===== config.mk =====
export PLATFORM = sky130hd
export DESIGN_NAME = counter_load_ctrl
export DESIGN_NICKNAME = d
export VERILOG_FILES = /design/src/rtl/counter_ctrl_pkg.sv /design/src/rtl/sat_counter.sv /design/src/rtl/counter_load_ctrl.sv
export SDC_FILE = /design/constraint.sdc
export NUM_CORES = 1
export LEC_CHECK = 0
export CAP_MARGIN = 20
export CORE_MARGIN = 1
export CORE_UTILIZATION = 45
export DETAILED_ROUTE_END_ITERATION = 8
export PLACE_DENSITY = 0.88
export SLEW_MARGIN = 5
export SYNTH_ARGS = -nofsm -noshare
export SYNTH_HDL_FRONTEND = slang
export SYNTH_SLANG_ARGS = --single-unit

===== constraint.sdc =====
create_clock -name clk -period 2.1 [get_ports clk]
set_input_delay 0.315 -clock clk [delete_from_list [all_inputs] [get_ports clk]]
set_output_delay 0.315 -clock clk [all_outputs]
set_load 0.005 [all_outputs]

===== src/rtl/counter_ctrl_pkg.sv =====
// rtl/counter_ctrl_pkg.sv - shared state encoding and register defaults for counter_load_ctrl
package counter_ctrl_pkg;

  // Control states: HOLD freezes the counter, PRELOAD applies the preset, RUN counts
  typedef enum logic [1:0] {
    ST_HOLD    = 2'd0,
    ST_PRELOAD = 2'd1,
    ST_RUN     = 2'd2
  } ctrl_state_e;

  // Widest count supported; users slice the defaults down to their WIDTH
  localparam int MAX_WIDTH = 32;

  // Preset defaults to zero, terminal value defaults to all ones (full-range count)
  localparam logic [MAX_WIDTH-1:0] DEF_PRESET = '0;
  localparam logic [MAX_WIDTH-1:0] DEF_LIMIT  = '1;

endpackage


===== src/rtl/sat_counter.sv =====
// rtl/sat_counter.sv - saturating incrementer with synchronous clear
module sat_counter #(
  parameter int W = 8
) (
  input  logic         clk,
  input  logic         reset_n,
  input  logic         clr,
  input  logic         inc,
  output logic [W-1:0] value
);

  logic [W-1:0] r_value;

  // Clear wins over increment; increment sticks once all ones is reached
  always_ff @(posedge clk) begin
    if (!reset_n || clr) begin
      r_value <= '0;
    end else if (inc && (r_value != {W{1'b1}})) begin
      r_value <= r_value + W'(1);
    end
  end

  assign value = r_value;

endmodule


===== src/rtl/counter_load_ctrl.sv =====
// rtl/counter_load_ctrl.sv - start/stop, preset and terminal-count control for a loadable counter
module counter_load_ctrl
  import counter_ctrl_pkg::*;
#(
  parameter int WIDTH      = 4,
  parameter int WRAP_CNT_W = 8
) (
  input  logic                  clk,
  input  logic                  reset_n,
  input  logic                  cfg_valid,
  output logic                  cfg_ready,
  input  logic [WIDTH-1:0]      cfg_preset,
  input  logic [WIDTH-1:0]      cfg_limit,
  input  logic                  start,
  input  logic                  stop,
  input  logic [WIDTH-1:0]      count,
  output logic                  load,
  output logic [WIDTH-1:0]      load_data,
  output logic                  wrap,
  output logic                  running,
  output logic [WRAP_CNT_W-1:0] wrap_count
);

  ctrl_state_e      r_state;
  ctrl_state_e      w_next_state;
  logic [WIDTH-1:0] r_preset;
  logic [WIDTH-1:0] r_limit;
  logic             w_cfg_fire;
  logic             w_wc_clr;
  logic             w_wc_inc;

  assign w_cfg_fire = cfg_valid & cfg_ready;

  // State register
  always_ff @(posedge clk) begin
    if (!reset_n) begin
      r_state <= ST_HOLD;
    end else begin
      r_state <= w_next_state;
    end
  end

  // Preset/limit capture; only possible in HOLD because cfg_ready is low elsewhere
  always_ff @(posedge clk) begin
    if (!reset_n) begin
      r_preset <= DEF_PRESET[WIDTH-1:0];
      r_limit  <= DEF_LIMIT[WIDTH-1:0];
    end else if (w_cfg_fire) begin
      r_preset <= cfg_preset;
      r_limit  <= cfg_limit;
    end
  end

  // Next state and zero-latency counter controls; holding means reloading count
  always_comb begin
    w_next_state = r_state;
    load         = 1'b1;
    load_data    = count;
    cfg_ready    = 1'b0;
    running      = 1'b0;
    wrap         = 1'b0;
    w_wc_clr     = 1'b0;
    w_wc_inc     = 1'b0;
    case (r_state)
      ST_HOLD: begin
        cfg_ready = 1'b1;
        if (start && !stop) begin
          w_next_state = ST_PRELOAD;
        end
      end
      ST_PRELOAD: begin
        w_wc_clr = 1'b1;
        if (stop) begin
          w_next_state = ST_HOLD;
        end else begin
          load_data    = r_preset;
          w_next_state = ST_RUN;
        end
      end
      ST_RUN: begin
        running = 1'b1;
        if (stop) begin
          w_next_state = ST_HOLD;
        end else if (count == r_limit) begin
          load_data = r_preset;
          wrap      = 1'b1;
          w_wc_inc  = 1'b1;
        end else begin
          load = 1'b0;
        end
      end
      default: begin
        w_next_state = ST_HOLD;
      end
    endcase
  end

  sat_counter #(
    .W(WRAP_CNT_W)
  ) u_wrap_cnt (
    .clk    (clk),
    .reset_n(reset_n),
    .clr    (w_wc_clr),
    .inc    (w_wc_inc),
    .value  (wrap_count)
  );

endmodule


**Word level (Yosys, flattened, before mapping)**

Cells that the tools add are included.

- Bits in registers: 18
- Bits in latches: 0
- Bits in writable memories: 0
- Bits in read-only memories: 0
- Input port bits: 17
- Output and inout port bits: 16
- Memories kept: 0

- Add/subtract/negate cells: 1
- Multipliers: 0
- Divide/modulo/power cells: 0
- Magnitude comparators: 0
- Equality and inequality tests: 6
- Shift operators: 0
- Mux-type cells: 16
- Bitwise logic cells: 1
- Reduce and logical (&&, ||, !) cells: 7

Operators by type and width:

| cell | count |
|---|---|
| 2-to-1 mux 4 bit | 3 |
| adder 8 x 1 -> 8 bit (second input constant) | 1 |
| 2-to-1 mux 1 bit | 8 |
| inequality test 8 bit (second input constant) | 1 |
| case mux 4 bit (2 select lines) | 1 |
| 2-to-1 mux 2 bit | 3 |
| case mux 2 bit (3 select lines) | 1 |
| equality test 4 bit | 1 |
| inequality test 2 bit (second input constant) | 2 |
| equality test 2 x 1 -> 1 bit (second input constant) | 1 |
| equality test 2 bit (second input constant) | 1 |
| logical AND 1 bit | 2 |
| logical NOT 1 bit | 2 |
| logical NOT 2 bit | 1 |
| AND reduction 2 bit | 1 |
| AND 1 bit | 1 |
| logical OR 1 bit | 1 |

**Logic depth before layout (Yosys ltp)**

Gate-level depths: netlist (run 1).

- Depth after elaboration: 5
- Depth in mapped cells: 6

**Hierarchy**

A second synthesis (run 1) with hierarchy kept.

- Cell total of the unflattened synthesis: 117
- Area total of the unflattened synthesis: 983.4 um^2

Modules (own cells, without submodules):

| module | times used | cells each | area each (um^2) |
|---|---|---|---|
| counter_load_ctrl | 1 | 71 | 561.8 |
| sat_counter | 1 | 46 | 421.7 |

**Least setup slack after synthesis (run 1)**

OpenSTA, ideal clock, no wires.

- Path type: flip-flop to flip-flop
- Start point: register r_state[0]
- End point: register u_wrap_cnt.r_value[7], in the netlist u_wrap_cnt.value[7]
- Library setup time: 70 ps
- Arrival: 1613 ps
- Required time: 2030 ps
- Path slack: 417 ps
- Cell stages (with the launch flop): 7
- Path buffers: 0
- Cell sequence: dfxtp_1 > inv_1 > ha_1 > nand4b_1 > a311o_1 > or4_1 > a21oi_1

- Longest elaborated chain between the ends: 3

RTL lines:

| element | RTL line | text |
|---|---|---|
| start, declared | counter_load_ctrl.sv:24 | `ctrl_state_e r_state;` |
| start signal, assigned | counter_load_ctrl.sv:39 | `r_state <= w_next_state;` |
| equality test 2 bit / equality test 2 x 1 -> 1 bit (equally long branches) | counter_load_ctrl.sv:64 | `case (r_state)` |
| 2-to-1 mux 1 bit | counter_load_ctrl.sv:64 |  |
| logical AND 1 bit / logical OR 1 bit (equally long branches) | sat_counter.sv:18, sat_counter.sv:16 |  |
| end signal, assigned | sat_counter.sv:19 | `r_value <= r_value + W'(1);` |
| end, declared | sat_counter.sv:12 | `logic [W-1:0] r_value;` |

Parallel ways exist; a longest one is shown, timed or not.
A chain may end at the register's enable or synchronous reset.

**Worst setup path in the final report (run 1)**

- Start point: input count[3]
- End point: output wrap

- Longest elaborated chain between the ends: 4

RTL lines:

| element | RTL line | text |
|---|---|---|
| start, declared | counter_load_ctrl.sv:16 | `input logic [WIDTH-1:0] count,` |
| equality test 4 bit | counter_load_ctrl.sv:84 | `end else if (count == r_limit) begin` |
| 2-to-1 mux 1 bit | counter_load_ctrl.sv:84 |  |
| 2-to-1 mux 1 bit | counter_load_ctrl.sv:82 | `if (stop) begin` |
| 2-to-1 mux 1 bit | counter_load_ctrl.sv:64 |  |
| end, declared | counter_load_ctrl.sv:19 | `output logic wrap,` |

Every way passes these cells.

==> results of run 1 <==
-- power by group through the flow --
stage / clock, W / combinational (W) / sequential [W]
3_3_place_gp: 0 / 0.000158 / 0.000373
3_5_place_dp: 0 / 0.000164 / 0.000373
5_1_grt: 0.000235 / 0.000194 / 0.000369
2_1_floorplan: 0 / 0.0000802 / 0.000370
6_report: 0.000222 / 0.000177 / 0.000367
4_1_cts: 0.000218 / 0.000159 / 0.000365
-- sequential cells by signal, summed over array words and instances, names as in the netlist --
signal            flops
u_wrap_cnt.value      8
r_limit               4
r_preset              4
r_state               2
-- worst max-delay path, stage by stage --
cell	delay (ns)
clkdlybuf4s50_1	0.52
xnor2_2	0.13
nand4_1	0.20
buf_4	0.19
nor2_1	0.12
dlygate4sd2_1	0.25
-- per-stage QoR --
| stage | total power (W) | TNS [ns] |
|---|---|---|
| 2_1_floorplan | 0.000451 | 0 |
| 3_3_place_gp | 0.000531 | -0.942 |
| 6_report | 0.000766 | 0 |
| 5_1_grt | 0.000798 | 0 |
| 3_5_place_dp | 0.000536 | -1.13 |
| 4_1_cts | 0.000743 | -0.00548 |
-- timing repair --
action,4_1_cts,5_1_grt
cloned,0,0
setup buffers,3,1
endpoints found under the setup margin,6,5
endpoints found under the hold margin,0,0
pin swaps,4,4
resized for setup,20,12
-- worst max-delay path by stage --
stage / start / endpoint / slack (ns) / cells past startpoint
after floorplan: r_state[0] / u_wrap_cnt.value[7] / 0.42 / 6
after global placement: count[1] / load_data[2] / -0.21 / 6
after detailed placement: count[1] / load_data[1] / -0.26 / 6
after CTS: count[3] / load / -0.005 / 5
after global routing: r_state[1] / load_data[0] / 0.03 / 8
final: count[3] / wrap / 0.06 / 6
-- routing by layer --
metal / vias to the layer above / part of all wire, % / track usage, %
li1: 561 / - / -
met1: 533 / 44 / 28.8
met2: 40 / 51 / 44.1
met3: 2 / 4.2 / 2.18
met4: 0 / 0.41 / 7.14
met5: - / 0 / 0
-- cell usage after synthesis (all sizes together), types with 2 or more instances --
cell type | number | area, µm²
nand3 | 7 | 35.0
a31oi | 2 | 12.5
ha | 4 | 50.1
nor2 | 2 | 7.51
nor2b | 4 | 25.0
o21ai | 3 | 15.0
a21oi | 8 | 40.0
xnor2 | 4 | 35.0
nand2b | 4 | 25.0
o22ai | 4 | 25.0
o31ai | 4 | 30.0
and4 | 3 | 30.0
clkbuf | 3 | 11.3
a21boi | 5 | 37.5
nand4 | 3 | 18.8
nand2 | 30 | 113
inv | 3 | 11.3
dfxtp | 18 | 360
or4 | 4 | 30.0
and2 | 5 | 32.5
-- cells in the final DEF (no fill, tap or decap), drive strengths merged, types with 2 or more instances in the layout --
cell type | netlist | routed
ha | 4 | 4
nand2b | 4 | 4
nor2 | 2 | 2
dlymetal6s2s | 0 | 2
inv | 3 | 3
or4 | 4 | 4
dfxtp | 18 | 18
nand4 | 3 | 3
a21boi | 5 | 5
and2 | 5 | 5
and4 | 3 | 3
nor2b | 4 | 4
a21oi | 8 | 8
buf | 0 | 19
nand3 | 7 | 7
o31ai | 4 | 4
nand2 | 30 | 30
o22ai | 4 | 4
o21ai | 3 | 3
xnor2 | 4 | 4
a31oi | 2 | 2
clkdlybuf4s50 | 0 | 25
clkbuf | 3 | 4
-- cells by family after synthesis --
| group | synth area share (%) |
|---|---|
| adder cells (fa/ha/maj) | 4.95 |
| AO/OA/AOI/OAI | 19.4 |
| XOR/XNOR | 3.46 |
| buffers and inverters | 2.23 |
| flip-flops | 35.6 |
| AND/OR/NAND/NOR | 34.3 |
-- area by class of cell --
class | count | area (µm²) | share of cell area, %
multi-input combinational | 104 | 687 | 44.4
timing repair buffer | 47 | 417 | 26.9
sequential | 18 | 363 | 23.4
clock buffer | 4 | 36.3 | 2.34
tap | 27 | 33.8 | 2.18
inverter | 3 | 11.3 | 0.728
==> metrics.md, run 1 <==
| Metric | Value |
|---|---|
| Setup Slack @ Placement | -0.257 ns |
| Worst Path Required | ~1.8 ns |
| Max-slew violations | 0 |
| Initial antenna violation count | 0 |
| Hold Path Class | register to register |
| # DRC | 0 |
| Rel. slew slack | between 70% and 80% |
| Crit path DAT | between 1.5 and 2 ns |
| YS warnings | 0 |
| WL/cell | roughly 13 µm |
| RSZ-0062 raised after global routing | no |
| Initial Utilization | roughly half |
| Hold Buf Count CTS | 0 |
| Pwr Density | slightly below 500 nW/µm² |
| Synthesized cell area | ~1000 µm² |
| I/O pin total | 33 |
| Deepest clock path buffer count | 2 |
| Hold EP | r_preset[0] |
| Post-synth net total | around 150 |
| Final setup margin | ~0.061 ns |
| Worst-path fanout max | 3 |
| Final setup fails | 0 |
| WHS Path Cells | 2 |
| Switching power | 0.000208 W |
| Worst Max-Slew Pin Slew | 0.399 ns |
| Core box area | slightly above 2000 µm² |
| CTS buffer count | 3 |
| Detailed Route Iter0 Violations | 21 |
| Die Ht | 49.4 µm |
| Internal power | 0.000558 W |
| Pleak | approximately 0.6 nW |
| Port buffer count | 32 |
| Hold Fails Final Rpt | 0 |
| DRT Wirelength | 2690 µm |
| Setup Skew | roughly 0.0043 ns |
| CTS clk-pin slew, worst paths | 0.11 ns |
| Clk sinks | 18 |
| Diode count | 0 |
| Outcome | complete, no violations |
| Via Count | between 1000 and 1500 |
| Final Core Density | approximately 76% |
| First-pass DRT Iterations | 4 |
| Worst skew pair latency | around 0.3 ns |
| Comb power frac | a little under a quarter |
| Clock Power Share | between 20 and 30% |
| Post-route ant nets | 0 |
| Post-synthesis sequential area ratio | between 30% and 40% |
| Dpl cells | slightly below 200 |
| Final Instance Area | 1550 µm² |
| Distinct cells, synth | 31 |
| Final period utilization | 97.1% |
| Peak supply drop | 0.328 mV |
| CTS H-tree depth | 1 |
| Post-place instance area | approximately 1400 µm² |
| Hold_ws | approximately 0.48 ns |
| Number of global-route vias before repair | about 1100 |
| R2r setup slk | 0.22 ns |
| Fillcell total | about 160 |
| First-pass GRT wire length | 4570 µm |
| CP Class | primary input to primary output |
| Reg-to-Reg Start | r_state[0] |
| Vias per cell | roughly 5.6 |
| Number of synthesized flops with an enable pin | 0 |
| Top_reg_cell synth | dfxtp_1 |
| GRT Util Overall | a little under a quarter |
| Total gr overflow | 0 |
| Mapped Avg Cell Area | roughly 8 µm² |
| CTS tree | built |
| Fmax | 490 MHz |
| Worst R2R End | u_wrap_cnt.value[7] |
| Die width | 49.4 µm |
| Largest net degree at the start of global routing | 13 |
| Root buf cell | clkbuf_4 |
| Nets | roughly 200 |
| Post-route insts no fill | roughly 200 |
| Synthesized instance count | approximately 130 |
| Die footprint | ~2400 µm² |
| Switching portion of total power | a little over a quarter |
| Length in cells of the worst reg-to-reg path | 6 |
| Hold wc startpoint | r_preset[0] |
| Site Rows | 16 |
| Layout cells sized above 1 | between 20% and 30% |
| Startpoint type of the worst setup path | primary input |
| CP endpoint kind | primary output |
| Asr flop ratio synth | 0% |
| Max-cap violations | 0 |
| Area delta synth->final | 53.1% |
| Dpl hpwl | approximately 2000 µm |
| Seq cells post-synth | 18 |
| Minimum clock period | ~2.0 ns |
| GPL Wtd Cong | approximately 0.87 |
| Reg power frac | 47.9% |
Power figures use the tool's default switching activity.
==> run 2: changes to the inputs <==
- SLEW_MARGIN: 5 -> unset
==> results of run 2 <==
Final layout, timing and power as in run 1 (identical DEF).
==> run 3: changes to the inputs <==
- SETUP_SLACK_MARGIN: unset -> 0.3
==> metrics.md, run 3 (same netlist as run 1, synthesis figures left out) <==
| Metric | Value |
|---|---|
| CTS clk-pin slew, worst paths | 0.12 ns (about the same) |
| Fillcell total | 114 (-26%) |
| RSZ-0062 raised after global routing | yes |
| Die width | 49.4 µm (unchanged) |
| Total gr overflow | 0 (unchanged) |
| Area delta synth->final | 70.7% |
| Outcome | complete, no violations |
| Comb power frac | 28.2% (+5.1 points) |
| Core box area | 2040 µm² (unchanged) |
| Setup Skew | 0.00761 ns (+0.00328 ns) |
| Final Core Density | 84.5% (+8.7 points) |
| Reg-to-Reg Start | r_limit[3] |
| Final setup margin | 0.131 ns (+0.0698 ns) |
| Nets | 207 (+4.5%) |
| WL/cell | 18.8 µm (+42%) |
| Site Rows | 16 (unchanged) |
| Peak supply drop | 0.428 mV (+30%) |
| Layout cells sized above 1 | 38.9% (+17 points) |
| Diode count | 0 (unchanged) |
| Worst R2R End | u_wrap_cnt.value[7] |
| Setup Slack @ Placement | -0.257 ns (unchanged) |
| Dpl hpwl | 2020 µm (unchanged) |
| Final period utilization | 93.8% (-3.3 points) |
| CP Class | register to primary output |
| Port buffer count | 32 (unchanged) |
| Hold Fails Final Rpt | 0 (unchanged) |
| Reg power frac | 44.9% (-3.0 points) |
| Commonest non-fill, non-tap cells in the layout | nand2_1 (25), clkdlybuf4s50_1 (20), buf_4 (19) |
| Largest net degree at the start of global routing | 13 (unchanged) |
| R2r setup slk | 0.22 ns (about the same) |
| # DRC | 0 (unchanged) |
| Post-route ant nets | 0 (unchanged) |
| Crit path DAT | 1.65 ns (-0.07 ns) |
| Startpoint type of the worst setup path | register |
| Setup crit start | r_state[1] |
| Final setup fails | 0 (unchanged) |
| Setup TNS | 0 ns (unchanged) |
| CTS buffer count | 3 (unchanged) |
| Hold Path Class | register to register |
| CTS H-tree depth | 1 (unchanged) |
| CP endpoint kind | primary output |
| DRT Wirelength | 3980 µm (+48%) |
| Initial Utilization | 49.5% (unchanged) |
| Pleak | 0.676 nW (+14%) |
| Rel. slew slack | 71.0% (-2.3 points) |
| CP endpoint | load_data[2] |
| Worst Path Required | 1.78 ns (about the same) |
| First-pass GRT wire length | 5720 µm (+25%) |
| Vias per cell | 6.36 (+14%) |
| Fmax | 508 MHz (+3.5%) |
| Worst skew pair latency | 0.30 ns (about the same) |
| Internal power | 0.000586 W (+5.0%) |
| Sequential cell area | 368 µm² (+1.4%) |
| Worst-path fanout max | 4 (+1) |
| GPL Wtd Cong | 0.872 (unchanged) |
| Max-cap violations | 0 (unchanged) |
| Die footprint | 2440 µm² (unchanged) |
| Clock Power Share | 26.9% (-2.1 points) |
| Pwr Density | 481 nW/µm² (-2.8%) |
| Minimum clock period | 1.97 ns (-0.0698 ns) |
| Max-slew violations | 0 (unchanged) |
| CTS tree | built |
| Clk sinks | 18 (unchanged) |
| Deepest clock path buffer count | 2 (unchanged) |
| Max reg flops | 8 (unchanged) |
| Switching power | 0.000243 W (+17%) |
| Detailed Route Iter0 Violations | 69 (+230%) |
| GRT Util Overall | 30.4% (+6.6 points) |
| Final Instance Area | 1730 µm² (+11%) |
| Root buf cell | clkbuf_4 |
| Hold wc startpoint | r_preset[0] |
| Die Ht | 49.4 µm (unchanged) |
| Via Count | 1348 (+19%) |
| Switching portion of total power | 29.3% (+2.2 points) |
| Area of the multi-input gates | 786 µm² (+14%) |
| I/O pin total | 33 (unchanged) |
| Most common cell after layout, fill and taps aside | nand2_1 |
| Initial antenna violation count | 0 (unchanged) |
| Post-place instance area | 1440 µm² (unchanged) |
| Length in cells of the worst reg-to-reg path | 7 (+1) |
| Number of global-route vias before repair | 1290 (+19%) |
| First-pass DRT Iterations | 7 (+3) |
| Worst Max-Slew Pin Slew | 0.434 ns (+0.0347 ns) |
## run 3: cell count changes in the layout (fill, tap and decap cells not counted), sizes merged
cell | before | now
clkdlybuf4s50 | 25 | 20
dlygate4sd2 | 1 | 5
buf | 19 | 28
clkdlybuf4s15 | 0 | 1
dlymetal6s2s | 2 | 1
clkbuf | 4 | 5
## run 3: area by class of cell
class	instances	area share, %
Multi-Input combinational cell	104	45.5
Timing Repair Buffer	56	28.4
Sequential cell	18	21.3
Clock buffer	4	2.10
Tap cell	27	1.96
Inverter	3	0.653
## run 3: critical path, stage by stage, from the launching register on
cell and delay, ns:
dfxtp_2 0.37, inv_2 0.05, ha_4 0.23, nor2b_4 0.12, buf_6 0.12, and2_4 0.17
o22ai_2 0.15, buf_2 0.14
## run 3: layer usage
layer	up-vias	global-route usage, %	share of wire (%)
li1	582	-	-
met1	617	34.5	37
met2	112	55.9	47
met3	37	4.05	9.2
met4	0	13.3	7.1
met5	-	0	0
## run 3: worst min-delay path by stage
stage | cells past startpoint | slack, ns | end
2_1_floorplan | 2 | 0.44 | r_limit[0]
3_3_place_gp | 2 | 0.45 | r_preset[3]
3_5_place_dp | 2 | 0.47 | r_preset[0]
4_1_cts | 2 | 0.48 | r_preset[0]
5_1_grt | 2 | 0.51 | r_limit[2]
6_report | 2 | 0.51 | r_preset[0]
## run 3: timing repair
item | CTS | global route
pin swaps | 16 | 11
endpoints found under the setup margin | 13 | 10
hold buffers | 0 | 0
cloned | 0 | 0
resized for setup | 53 | 20
setup buffers | 10 | 3
## run 3: per-stage QoR
step                std cells  power, W  hold WS [ns]
finish                    212  0.000829         0.505
global placement          195  0.000531         0.455
detailed placement        195  0.000536         0.468
global route              212  0.000860         0.513
floorplan                 128  0.000451         0.439
CTS                       209  0.000784         0.484
## run 3: power by group through the flow
stage	Clock, W	Combinational [W]	Sequential (W)
3_5_place_dp	0	0.000164	0.000373
5_1_grt	0.000239	0.000249	0.000373
6_report	0.000223	0.000234	0.000373
2_1_floorplan	0	0.0000802	0.000370
4_1_cts	0.000218	0.000196	0.000370
3_3_place_gp	0	0.000158	0.000373
